## config.mk

```make
export PLATFORM = sky130hd
export DESIGN_NAME = result_tx_streamer
export DESIGN_NICKNAME = d
export VERILOG_FILES = /design/src/rtl/result_tx_streamer.sv
export SDC_FILE = /design/constraint.sdc
export NUM_CORES = 1
export LEC_CHECK = 0
export CAP_MARGIN = 0
export CORE_MARGIN = 2
export CORE_UTILIZATION = 52
export CTS_CLUSTER_DIAMETER = 30
export DETAILED_ROUTE_END_ITERATION = 7
export MAX_ROUTING_LAYER = met4
export PLACE_DENSITY = 0.9
export RECOVER_POWER = 100
export SYNTH_ARGS = -nofsm -noshare
export SYNTH_HDL_FRONTEND = slang
export SYNTH_SLANG_ARGS = --single-unit
```

## constraint.sdc

```tcl
create_clock -name clk -period 4.2 [get_ports clk]
set_clock_uncertainty 0.05 [all_clocks]
set_input_delay 0.84 -clock clk [delete_from_list [all_inputs] [get_ports clk]]
set_output_delay 0.84 -clock clk [all_outputs]
set_load 0.1 [all_outputs]
```

## src/rtl/result_tx_streamer.sv

```systemverilog
// Drains N*N result RAM banks address-by-address and streams every word MSB-first as UART bytes.
// Optional trailing XOR checksum byte is enabled by defining RESULT_TX_CHECKSUM_EN.
module result_tx_streamer #(
  parameter int N      = 2,
  parameter int C      = 8,
  parameter int RD_LAT = 2
) (
  input  logic              clk,
  input  logic              rst_n,
  input  logic              start,
  input  logic [C:0]        num_entries,
  output logic [C-1:0]      ram_c_addr,
  output logic [N*N-1:0]    ram_c_rden,
  input  logic [N*N*32-1:0] ram_c_data,
  output logic [7:0]        uart_tx_data,
  output logic              uart_send_data,
  input  logic              uart_tx_done,
  output logic              busy,
  output logic              done
);
  localparam int NB = N * N;
  localparam int WW = (NB > 1) ? $clog2(NB) : 1;
  localparam int LW = $clog2(RD_LAT + 1);

  localparam logic [3:0] S_IDLE    = 4'd0;
  localparam logic [3:0] S_RD_REQ  = 4'd1;
  localparam logic [3:0] S_RD_WAIT = 4'd2;
  localparam logic [3:0] S_SEND    = 4'd3;
  localparam logic [3:0] S_WAIT_TX = 4'd4;
  localparam logic [3:0] S_NEXT    = 4'd5;
  localparam logic [3:0] S_FIN     = 4'd6;
`ifdef RESULT_TX_CHECKSUM_EN
  localparam logic [3:0] S_CK_SEND = 4'd7;
  localparam logic [3:0] S_CK_WAIT = 4'd8;
  localparam logic [3:0] S_TAIL    = S_CK_SEND;
`else
  localparam logic [3:0] S_TAIL    = S_FIN;
`endif

  logic [3:0]        state;
  logic [C:0]        num_q;
  logic [C:0]        addr_q;
  logic [LW-1:0]     lat_cnt;
  logic [WW-1:0]     word_idx;
  logic [1:0]        byte_idx;
  logic [NB*32-1:0]  buf_q;
  logic              tx_r1;
  logic              tx_r2;
  logic              tx_edge;
  logic              accept;
  logic [31:0]       cur_word;
  logic [7:0]        cur_byte;

  assign ram_c_addr = addr_q[C-1:0];
  assign tx_edge    = tx_r1 & ~tx_r2;
  // A start coinciding with the done pulse is deliberately dropped.
  assign accept     = (state == S_IDLE) && start && !done;
  assign cur_word   = buf_q[32*word_idx +: 32];
  assign cur_byte   = cur_word[{~byte_idx, 3'b000} +: 8];

  always_ff @(posedge clk or negedge rst_n) begin
    if (!rst_n) begin
      tx_r1 <= 1'b0;
      tx_r2 <= 1'b0;
    end else begin
      tx_r1 <= uart_tx_done;
      tx_r2 <= tx_r1;
    end
  end

`ifdef RESULT_TX_CHECKSUM_EN
  logic [7:0] cksum;

  always_ff @(posedge clk or negedge rst_n) begin
    if (!rst_n) begin
      cksum <= 8'h00;
    end else if (accept) begin
      cksum <= 8'h00;
    end else if (state == S_SEND) begin
      cksum <= cksum ^ cur_byte;
    end
  end
`endif

  always_ff @(posedge clk or negedge rst_n) begin
    if (!rst_n) begin
      state          <= S_IDLE;
      num_q          <= '0;
      addr_q         <= '0;
      lat_cnt        <= '0;
      word_idx       <= '0;
      byte_idx       <= '0;
      buf_q          <= '0;
      ram_c_rden     <= '0;
      uart_tx_data   <= 8'h00;
      uart_send_data <= 1'b0;
      busy           <= 1'b0;
      done           <= 1'b0;
    end else begin
      done           <= 1'b0;
      uart_send_data <= 1'b0;
      case (state)
        S_IDLE: begin
          if (accept) begin
            num_q  <= num_entries;
            addr_q <= '0;
            busy   <= 1'b1;
            if (num_entries == '0) begin
              state <= S_TAIL;
            end else begin
              ram_c_rden <= '1;
              state      <= S_RD_REQ;
            end
          end
        end
        S_RD_REQ: begin
          lat_cnt <= LW'(1);
          state   <= S_RD_WAIT;
        end
        S_RD_WAIT: begin
          // Address and rden have been stable since RD_REQ; data lands RD_LAT cycles later.
          if (lat_cnt == LW'(RD_LAT)) begin
            buf_q      <= ram_c_data;
            ram_c_rden <= '0;
            word_idx   <= '0;
            byte_idx   <= '0;
            state      <= S_SEND;
          end else begin
            lat_cnt <= lat_cnt + LW'(1);
          end
        end
        S_SEND: begin
          uart_tx_data   <= cur_byte;
          uart_send_data <= 1'b1;
          state          <= S_WAIT_TX;
        end
        S_WAIT_TX: begin
          if (tx_edge) state <= S_NEXT;
        end
        S_NEXT: begin
          if (byte_idx != 2'd3) begin
            byte_idx <= byte_idx + 2'd1;
            state    <= S_SEND;
          end else if (word_idx != WW'(NB - 1)) begin
            word_idx <= word_idx + WW'(1);
            byte_idx <= 2'd0;
            state    <= S_SEND;
          end else if ((addr_q + (C+1)'(1)) < num_q) begin
            addr_q     <= addr_q + (C+1)'(1);
            ram_c_rden <= '1;
            state      <= S_RD_REQ;
          end else begin
            state <= S_TAIL;
          end
        end
`ifdef RESULT_TX_CHECKSUM_EN
        S_CK_SEND: begin
          uart_tx_data   <= cksum;
          uart_send_data <= 1'b1;
          state          <= S_CK_WAIT;
        end
        S_CK_WAIT: begin
          if (tx_edge) state <= S_FIN;
        end
`endif
        S_FIN: begin
          done  <= 1'b1;
          busy  <= 1'b0;
          state <= S_IDLE;
        end
        default: state <= S_IDLE;
      endcase
    end
  end
endmodule

```

== Word level (Yosys, flattened, before mapping) ==
Cells that the tools add are included.

* Flip-flop bits (word level): 173
* Bits of input ports: 141
* Output and inout port bits: 23
* Logic and storage cells: 95

* Add/subtract/negate cells: 4
* Magnitude comparators: 1
* Equal/unequal tests: 19
* Shifts and indexed selects: 2
* Multiplexer cells: 33
* Bitwise operators: 3
* Reduce and logical (&&, ||, !) cells: 19

{| class="wikitable"
|+ Operators by type and width
! operator !! number
|-
| $shiftx A128 B8 Y32 || 1
|-
| $mux W4 || 9
|-
| $mux W9 || 4
|-
| $shiftx A32 B6 Y8 || 1
|-
| $pmux W4 S6 || 1
|-
| $ne A2 B2 Y1 const B || 11
|-
| $pmux W9 S2 || 1
|-
| $eq A4 B3 Y1 const B || 3
|-
| $mux W2 || 6
|-
| $mux W3 || 4
|-
| $pmux W2 S2 || 3
|-
| $pmux W4 S3 || 1
|-
| $add A9 B1 Y9 const B || 1
|-
| $logic_not A9 Y1 || 1
|-
| $lt A9 B9 Y1 || 1
|-
| $eq A4 B2 Y1 const B || 2
|-
| $reduce_and A2 Y1 || 4
|-
| $reduce_bool A2 Y1 || 4
|-
| $reduce_and A7 Y1 || 1
|-
| $add A2 B1 Y2 const B || 3
|-
| $reduce_and A3 Y1 || 2
|-
| $reduce_and A5 Y1 || 1
|-
| $eq A4 B1 Y1 const B || 1
|-
| $logic_not A4 Y1 || 1
|-
| 11 further kinds || 14
|}

== Depth between registers and ports, before layout ==
* Depth after elaboration: 6
* Gate-level depth with buffers: 12
* Mapped depth without buffers: 11

== Worst setup path before layout ==
Ideal clock, no wire load.

* Path kind: register to register
* From: reg addr_q[0]
* To: reg addr_q[5]
* Library setup time: 0.126 ns
* Data arrival time: 2.793 ns
* Data required time: 4.024 ns
* Path slack: 1.231 ns
* Cell stages (with the launch flop): 12
* Path buffers: 0
* Clock period less this slack: 2.969 ns
* Cells stage by stage: dfrtp_1 > ha_1 > nand3_1 > or2_2 > nor2_1 > xor2_1 > ha_1 > nand4_1 > a21oi_1 > a2111oi_4 > a21oi_2 > a221o_1

* Word-level cells in the longest chain between the ends: 5
* Elaborated cells on any way between the ends: 8
* Those cells by class: add/sub: 1; order compare: 1; eq/ne: 1; mux: 4; reduce/logical: 1

{| class="wikitable"
|+ RTL lines
! element !! RTL line !! source
|-
| start: declaration || 42 || <nowiki>logic [C:0] addr_q;</nowiki>
|-
| start signal: assignment || 149 || <nowiki>addr_q <= addr_q + (C+1)'(1);</nowiki>
|-
| $add A9 B1 Y9 * || 148, 149 ||
|-
| branches (longest 4 deep; another with $lt A9 B9 Y1) || -- ||
|}

Mark *: on every way between the ends. The select of a mux whose other input is x is not followed.
A chain may end at the register's enable or synchronous reset.

== Worst setup path after layout ==
* From: reg state[0]
* To: reg buf_q[108]

* Word-level cells in the longest chain between the ends: 2

{| class="wikitable"
|+ RTL lines
! element !! RTL line !! source
|-
| start: declaration || 40 || <nowiki>logic [3:0] state;</nowiki>
|-
| start signal: assignment || 87 || <nowiki>state <= S_IDLE;</nowiki>
|-
| start signal: assignment || 109 || <nowiki>state <= S_TAIL;</nowiki>
|-
| start signal: assignment || 112 || <nowiki>state <= S_RD_REQ;</nowiki>
|-
| $eq A4 B2 Y1 || 102 || <nowiki>case (state)</nowiki>
|-
| $reduce_and A2 Y1 (no source line) || -- ||
|-
| end signal: assignment || 123 || <nowiki>buf_q <= ram_c_data;</nowiki>
|-
| end: declaration || 46 || <nowiki>logic [NB*32-1:0] buf_q;</nowiki>
|}

Every way passes these cells.

==> reports/qor.csv <==
metric;value;unit
status;complete, but fails checks;
violations;capacitance limit, slew limit;
coreArea;15150;µm²
routed_wl;21090;µm
finish.instance_area;10240;µm²
fin_setup_tns;0;ns
rsz0062_at_grt;false;
powerDensity;677.5;nW/µm²
dpl.hpwl;14190;µm
synth.distinct_cells;51;
fin_crit_sh;0.8557;
avgSynthCellArea;9.593;µm²
die_h;128.5;µm
insertion_delay;0.42;ns
critPathCaptureType;register;
synth-edff-count;0;
drtAntennaViolNets;0;
cts_hold_buf;0;
grt_pass1_wl;33320;µm
cts_buffers;17;
vdd_drop_max;0.3813;mV
cts_buffer_depth;2;
layout.nets;1124;
via_count;6532;
fillers;1094;
internal_power;4.274;mW
hold_violations;0;
portBuffers;163;
initial_utilization;0.5320;
drt-vias-per-instance;5.573;
root_buffer;clkbuf_16;
cts_tree;yes;
synth_ff_type;dfrtp_1;
synth.area.top_cells;dfrtp_1 52%, nand2_1 19%, mux4_2 6.7%;
maxCapViolCount;3;
crit_required;4.45;ns
syn_area;8058;µm²
p_clk_frac;0.221;
dpl_cell_area;9703;µm²
leakage;4.831;nW
worstSetupPathType;reg -> reg;
synth_top_area_frac;0.5248;
place_inst;1140;
antenna_found_initial;1;
ioPinCount;164;
finalMaxSlewViolations;174;
synth_nets;993;
yosys_warnings;0;
fmax;0.2782;GHz
timing.final.ws_setup;0.6059;ns
cts_resized;0;
grt_pass1_vias;6447;
pre_cts_slack;0.8467;ns
setup_violations;0;
regArea;4230;µm²
ys_seq_area_frac;0.5248;
yosys.area.top_type;dfrtp_1;
syn_inst;840;
drc;0;
numClockSinks;169;
period_minus_slack;3.594;ns
track_usage;0.2737;
htree_levels;4;
hold_ws;0.3549;ns
slew_headroom;-0.7273;
wl_per_cell;17.99;µm
cts_setup_buffers;0;
cts.reportedPaths.clkPinSlew;0.06;ns
p_seq_frac;0.416;
switchingPower;2.665;mW
grt_max_degree;104;
tightest_slew;2.591;ns
grt_overflow_total;0;
multi_input_area;3456;µm²
dieWidth;128.5;µm
place_congestion;0.8546;
dieArea;16510;µm²
ff2ff_setup_slack;0.61;ns
layout-drive-gt1-share;0.07833;
swShare;0.3841;
rows;45;
finalPower;6.939;mW
postLayoutCoreUtil;0.6762;
critical_path_arrival;3.85;ns
syn2layout_area_growth;27.11;%
cp_max_fo;82;
fin_cells;1172;
combinationalPowerShare;0.362;
synthArstFlopShare;1.000;
ys_ff_latch;169;
dr.pass1.iters;5;
hold_class;reg -> reg;
drtIter0Drc;584;
start_kind;register;
synthesized netlist by cell type (2+ instances only):
cell      instances
nand3_1           7
o21ai_0          15
buf_2            13
o22ai_1           2
clkbuf_1         28
mux2i_1           9
a22o_1            2
buf_4            12
buf_6             2
a211oi_1          2
or2_2             3
mux2_2            9
and3_1            5
xnor2_1           4
mux4_1            8
a221o_1          12
inv_1            13
nor3_1            9
nor3b_1           2
a21o_1            3
a21oi_1          11
nor2b_1           2
ha_1             12
dfrtp_1         169
buf_1             3
or3_1             2
nor2_1           12
nor4_1            3
mux4_2           24
xor2_1            3
nand2_1         416
and2_1            4
worst paths after layout:
path / startpoint / end / cells past startpoint
setup reg to reg: state[0] / buf_q[108] / 5
hold / removal: tx_r1 / tx_r2 / 0
setup / recovery: state[0] / buf_q[108] / 5
min in group asynchronous: rst_n / num_q[2] / 1
hold reg to reg: tx_r1 / tx_r2 / 0
max in group asynchronous: rst_n / buf_q[123] / 2
state kept, by name, summed over array words and instances (netlist names), 2 cells and up:
signal and count:
state 3, word_idx 2, lat_cnt 2, buf_q 128
addr_q 9, byte_idx 2, num_q 9, uart_tx_data 8
power by group through the flow:
stage	clock (mW)	sequential, mW	combinational (mW)
3_5_place_dp	0	2.89	2.49
6_report	1.54	2.89	2.51
5_1_grt	1.62	2.98	2.74
3_3_place_gp	0	2.83	2.40
2_1_floorplan	0	3.06	1.52
4_1_cts	1.55	2.89	2.55
per-layer routing:
layer,global-route usage,part of all wire
met1,0.3456,0.40
met2,0.4390,0.49
met3,0.05156,0.069
met4,0.1125,0.034
met5,-,0
kinds of logic (layout without fill, tap and decap cells):
| logic type | Yosys count | count (layout) | synth area share |
|---|---|---|---|
| xor+xnor | 7 | 7 | 0.007609 |
| flops | 169 | 169 | 0.5248 |
| mux | 50 | 50 | 0.1169 |
| fa+ha+maj | 12 | 12 | 0.01863 |
| simple gates | 471 | 471 | 0.2328 |
| other cells | 0 | 1 | 0 |
| compound gates | 58 | 58 | 0.05373 |
| buf+inv | 73 | 216 | 0.04550 |
layout make-up:
cell class                 count  area share
sequential                   169      0.4130
multi-input combinational    598      0.3374
timing repair buffer         171      0.1652
clock buffer                  24     0.04703
tap                          188     0.02297
clock inverter                 7    0.009040
inverter                      14    0.005131
antenna                        1   0.0002443
critical path, cell delays in order (launching register included):
cell and delay (ns):
dfrtp_1 0.53, nor2_1 0.29, nand3_1 1.38, buf_4 0.91
nand2_1 0.20, nand2_1 0.08
placed cells by master (no fill, tap or decap), types with 2 or more instances in the layout:
master,instances
ha_1,12
clkinvlp_4,3
clkinv_2,2
a21oi_1,11
nor2_1,12
and2_1,3
or3_1,2
o22ai_1,2
clkbuf_16,17
a21o_1,3
a221o_1,12
bufinv_16,2
nand3_1,7
and3_1,5
clkbuf_8,3
mux4_1,8
mux2_2,9
nor2b_1,2
nor3b_1,2
xor2_1,3
nor4_1,3
mux4_2,24
xnor2_1,4
nor3_1,9
buf_4,5
inv_1,13
nand2_1,416
a211oi_1,2
dlygate4sd3_1,25
o21ai_0,15
or2_2,2
clkbuf_1,6
mux2i_1,9
clkdlybuf4s50_1,137
dfrtp_1,168
a22o_1,2
No activity file was read; power rests on OpenSTA's default activity.
